[config.mk]
export PLATFORM = sky130hd
export DESIGN_NAME = mem_port_arbiter
export DESIGN_NICKNAME = d
export VERILOG_FILES = /design/src/rtl/mem_port_arbiter.sv
export SDC_FILE = /design/constraint.sdc
export NUM_CORES = 1
export LEC_CHECK = 0
export CORE_MARGIN = 2
export CORE_UTILIZATION = 30
export DETAILED_ROUTE_END_ITERATION = 8
export GPL_TIMING_DRIVEN = 0
export PLACE_DENSITY = 0.57
export SLEW_MARGIN = 5
export SYNTH_ARGS = -nofsm -noshare
export SYNTH_HDL_FRONTEND = slang
export SYNTH_SLANG_ARGS = --single-unit
[constraint.sdc]
create_clock -name clk -period 3.9 [get_ports clk]
set_clock_uncertainty 0.15 [all_clocks]
set_input_delay 0.78 -clock clk [delete_from_list [all_inputs] [get_ports clk]]
set_output_delay 0.78 -clock clk [all_outputs]
set_load 0.03 [all_outputs]
[src/rtl/mem_port_arbiter.sv]
// Arbitrates one single-port 16-bit memory between the fetch (IF) and data (D) requesters.
// One transaction at a time; D has priority, and a starvation counter forces an IF grant.
module mem_port_arbiter #(
  parameter int unsigned ADDR_WIDTH   = 16,
  parameter int unsigned WAIT_CYCLES  = 2,
  parameter int unsigned STARVE_LIMIT = 4
) (
  input  logic                  clk,
  input  logic                  rst,
  input  logic                  if_req,
  input  logic [ADDR_WIDTH-1:0] if_addr,
  output logic [15:0]           if_rdata,
  output logic                  if_ack,
  input  logic                  d_req,
  input  logic                  d_wr,
  input  logic [ADDR_WIDTH-1:0] d_addr,
  input  logic [15:0]           d_wdata,
  output logic [15:0]           d_rdata,
  output logic                  d_ack,
  output logic                  mem_enable,
  output logic                  mem_wr,
  output logic [ADDR_WIDTH-1:0] mem_addr,
  output logic [15:0]           mem_data_in,
  input  logic [15:0]           mem_data_out
);

  localparam logic [3:0] WaitInit  = 4'(WAIT_CYCLES);
  localparam logic [3:0] StarveMax = 4'(STARVE_LIMIT);

  typedef enum logic [1:0] {StIdle, StAccess, StResp} state_e;

  state_e                state_q, state_d;
  logic                  owner_d_q, owner_d_d;  // 1 = data port owns the transaction
  logic [ADDR_WIDTH-1:0] addr_q, addr_d;
  logic                  wr_q, wr_d;
  logic [15:0]           wdata_q, wdata_d;
  logic [3:0]            wait_q, wait_d;
  logic [3:0]            starve_q, starve_d;
  logic [15:0]           if_rdata_q, if_rdata_d;
  logic [15:0]           d_rdata_q, d_rdata_d;

  logic                  grant_d;
  logic                  mem_en_c;
  logic                  mem_wr_c;

  always_comb begin
    state_d     = state_q;
    owner_d_d   = owner_d_q;
    addr_d      = addr_q;
    wr_d        = wr_q;
    wdata_d     = wdata_q;
    wait_d      = wait_q;
    starve_d    = starve_q;
    if_rdata_d  = if_rdata_q;
    d_rdata_d   = d_rdata_q;
    grant_d     = 1'b0;
    mem_en_c    = 1'b0;
    mem_wr_c    = 1'b0;
    mem_addr    = '0;
    mem_data_in = '0;

    unique case (state_q)
      StIdle: begin
        if (if_req || d_req) begin
          grant_d   = d_req && !(if_req && (starve_q == StarveMax));
          owner_d_d = grant_d;
          if (grant_d) begin
            addr_d  = {d_addr[ADDR_WIDTH-1:1], 1'b0};
            wr_d    = d_wr;
            wdata_d = d_wr ? d_wdata : 16'h0000;
          end else begin
            addr_d  = {if_addr[ADDR_WIDTH-1:1], 1'b0};
            wr_d    = 1'b0;
            wdata_d = 16'h0000;
          end
          // Count D wins only while IF is actually waiting.
          if (grant_d && if_req) begin
            starve_d = (starve_q == StarveMax) ? starve_q : starve_q + 4'd1;
          end else begin
            starve_d = 4'd0;
          end
          wait_d  = WaitInit;
          state_d = StAccess;
        end
      end

      StAccess: begin
        mem_en_c    = 1'b1;
        mem_addr    = addr_q;
        mem_data_in = wdata_q;
        if (wait_q != 4'd0) begin
          wait_d = wait_q - 4'd1;
        end else begin
          mem_wr_c = wr_q;
          if (!wr_q) begin
            if (owner_d_q) d_rdata_d  = mem_data_out;
            else           if_rdata_d = mem_data_out;
          end
          state_d = StResp;
        end
      end

      StResp: begin
        state_d = StIdle;
      end

      default: begin
        state_d = StIdle;
      end
    endcase
  end

  // Gated by reset so a write in flight can never commit during a reset cycle.
  assign mem_enable = mem_en_c & ~rst;
  assign mem_wr     = mem_wr_c & ~rst;

  assign if_ack   = (state_q == StResp) & ~owner_d_q & ~rst;
  assign d_ack    = (state_q == StResp) &  owner_d_q & ~rst;
  assign if_rdata = if_rdata_q;
  assign d_rdata  = d_rdata_q;

  always_ff @(posedge clk) begin
    if (rst) begin
      state_q    <= StIdle;
      owner_d_q  <= 1'b0;
      addr_q     <= '0;
      wr_q       <= 1'b0;
      wdata_q    <= 16'h0000;
      wait_q     <= 4'd0;
      starve_q   <= 4'd0;
      if_rdata_q <= 16'h0000;
      d_rdata_q  <= 16'h0000;
    end else begin
      state_q    <= state_d;
      owner_d_q  <= owner_d_d;
      addr_q     <= addr_d;
      wr_q       <= wr_d;
      wdata_q    <= wdata_d;
      wait_q     <= wait_d;
      starve_q   <= starve_d;
      if_rdata_q <= if_rdata_d;
      d_rdata_q  <= d_rdata_d;
    end
  end

endmodule

==> out/metrics.yaml <==
status: "complete, but fails checks"
violations: "design-rule violations"
cts.sinks: 75
finalHoldViolations: 0
final_core_util: 0.464
synthTopCellsByCount: "dfxtp_1 (75), nand2b_1 (49), and2_1 (33), mux2i_1 (32), clkbuf_1 (23)"
synth_edf_count: 0
fin_nets: 576
cts_root_buffer: "clkbuf_16"
path_cells: "clkbuf_1 -> buf_2 -> buf_1 -> nor4bb_1 -> clkdlybuf4s50_1"
die_h_microns: 113
vias: 3223
timing.final.ws_setup_ns: 0.328
irDropWorstVdd_uv: 185
synth_top_family_by_area: "simple AND/OR/NAND/NOR gates"
post_cts_buffers: 0
boundaryPins: 137
hold_end: "wdata_q[2]"
drv_cap: 0
muxShareOfSynthArea: 0.0926
reg2reg_from: "wait_q[0]"
drc: 9
hold_path.class: "flip-flop to flip-flop"
worst_pin_slew_ns: 0.680
cp.required_ns: 2.97
drv_slew: 0
reg2reg_depth: 6
first_global_vias: 3303
yosys-top-cells-area: "dfxtp_1 (42%), mux2i_1 (8.9%), nand2b_1 (8.6%)"
ctsLongestPathBuffers: 2
gp_congestion: 0.769
crit_type: "primary input to output pin"
synth-adder-area-share: 0.0140
htreeDepth: 3
place_hpwl_microns: 7730
dr.pass1.iters: 8
die_w_microns: 113
cp.arrival_ns: 2.64
drt_iter0_markers: 157
slowest_delay_ns: 0.76
hold_ws_ns: 0.305
post_cts_resized: 0
dieArea_sq_mm: 0.0128
power_mw: 2.09
synthArstFlopShare: 0
finalCritPeriodShare: 0.916
fmaxAchievable_ghz: 0.280
clkTransAtPathRegs_ns: 0.06
drive_above_1_share: 0.0650
numCtsBuffers: 9
setup_tns_ns: 0
core_area_sq_mm: 0.0115
end_kind: "output pin"
synth-seq-cells: 75
crit_fanout: 10
synthMostInstantiatedCell: "dfxtp_1"
setup_viol: 0
overflow: 0
r2r-end: "if_rdata[8]"
cts_hold_buf: 0
leakage_nw: 2.01
path_depth: 5
synthXorXnorAreaFrac: 0
syn_avg_cell_area_sq_um: 9.92
start_util: 0.311
synth_compound_area_frac: 0.121
syn_nets: 434
wire_per_inst_microns: 16.2
synth_top_area_cell: "dfxtp_1"
synth_seq_area_share: 0.419
synthSimpleGateAreaFrac: 0.303
post-place-ws_ns: 0.339
placed_cells: 635
grt_antenna_before_repair: 0
syn_to_final_growth_pct: 49.1
min_from: "wdata_q[2]"
tritoncts: "done"
grt_max_degree: 14
netlist_instances: 361
place_area_sq_mm: 0.00507
rsz0062_at_grt: "no"
rows: 39
yosysWarnings: 0
synth_top_area_share: 0.419
clk_latency_ns: 0.33
finalCriticalPeriod_ns: 3.57
via_per_inst: 4.95
grt_pass1_wl_microns: 16800
ys.flop_type: "dfxtp_1"
wirelength_microns: 10500
p_per_area_mw_per_mm2: 391
instances_no_fill: 651
rrSetupSlack_ns: 1.69
syn_area_sq_mm: 0.00358
cp_top_family: "buffers and inverters"
synth.distinct_cells: 45
critPathLaunchType: "primary input"
critical_path.slowest_cell: "clkdlybuf4s50_1"
relSlewSlack: 0.544
ant_nets: 0
grt_util_all_layers: 0.164
worst-path-buf-inv: 4
final_area_sq_mm: 0.00534
hold_depth: 1
antennaDiodeCount: 0
numPortBuffers: 131
worst max path at each step:
stage	startpoint	endpoint	slack (ns)
finish	rst	d_ack	0.33
floorplan	rst	if_ack	0.61
CTS	rst	d_ack	0.33
global placement	rst	d_ack	0.41
detailed placement	rst	d_ack	0.34
global route	rst	d_ack	0.18
metal layers:
metal / global-route usage / part of all wire / up-vias
met5: 0 / 0 / -
met2: 0.277 / 0.48 / 94
li1: - / - / 1593
met4: 0.0602 / 0.015 / 0
met1: 0.209 / 0.45 / 1526
met3: 0.0316 / 0.057 / 10
area by class of cell:
class / instances / area (sq um)
multi-input cells: 245 / 1900
inverters: 6 / 22.5
clock buffers: 9 / 225
plain buffers: 35 / 153
well taps: 143 / 179
fillers: 1105 / 6180
flip-flops and latches: 75 / 1500
clock inverters: 7 / 43.8
repair buffers: 131 / 1310
report_power, final:
| part | leakage (nW) | internal (mW) | switching (mW) | total [mW] |
|---|---|---|---|---|
| Clock | 0.131 | 0.428 | 0.334 | 0.762 |
| Sequential | 0.611 | 0.822 | 0.0333 | 0.855 |
| Combinational | 1.27 | 0.220 | 0.248 | 0.468 |
placed cells by master (no fill, tap or decap), drive strengths merged, types with 2 or more instances in the layout:
cell type / instances
nor3: 3
nand2: 3
ha: 4
dfxtp: 75
and2: 33
a32o: 16
a21oi: 5
nand4b: 2
and4: 15
clkbuf: 32
or4: 4
a22o: 2
mux2i: 32
clkinv: 4
nor2b: 16
clkinvlp: 2
nor4: 2
nand2b: 49
o21ai: 6
clkdlybuf4s50: 131
nor4b: 16
buf: 12
a221o: 15
inv: 7
nor2: 3
state kept, by name, summed over array words and instances, names as in the netlist:
| name | cells |
|---|---|
| wr_q | 1 |
| addr_q | 15 |
| owner_d_q | 1 |
| if_rdata | 16 |
| d_rdata | 16 |
| starve_q | 4 |
| wait_q | 4 |
| state_q | 2 |
| wdata_q | 16 |
kinds of logic after synthesis:
kind of cell,after synthesis
AND/OR/NAND/NOR,157
adder cells (fa/ha/maj),4
buffers and inverters,41
AO/OA/AOI/OAI,50
multiplexers,33
flip-flops,75
other,1
Power figures use the tool's default switching activity.
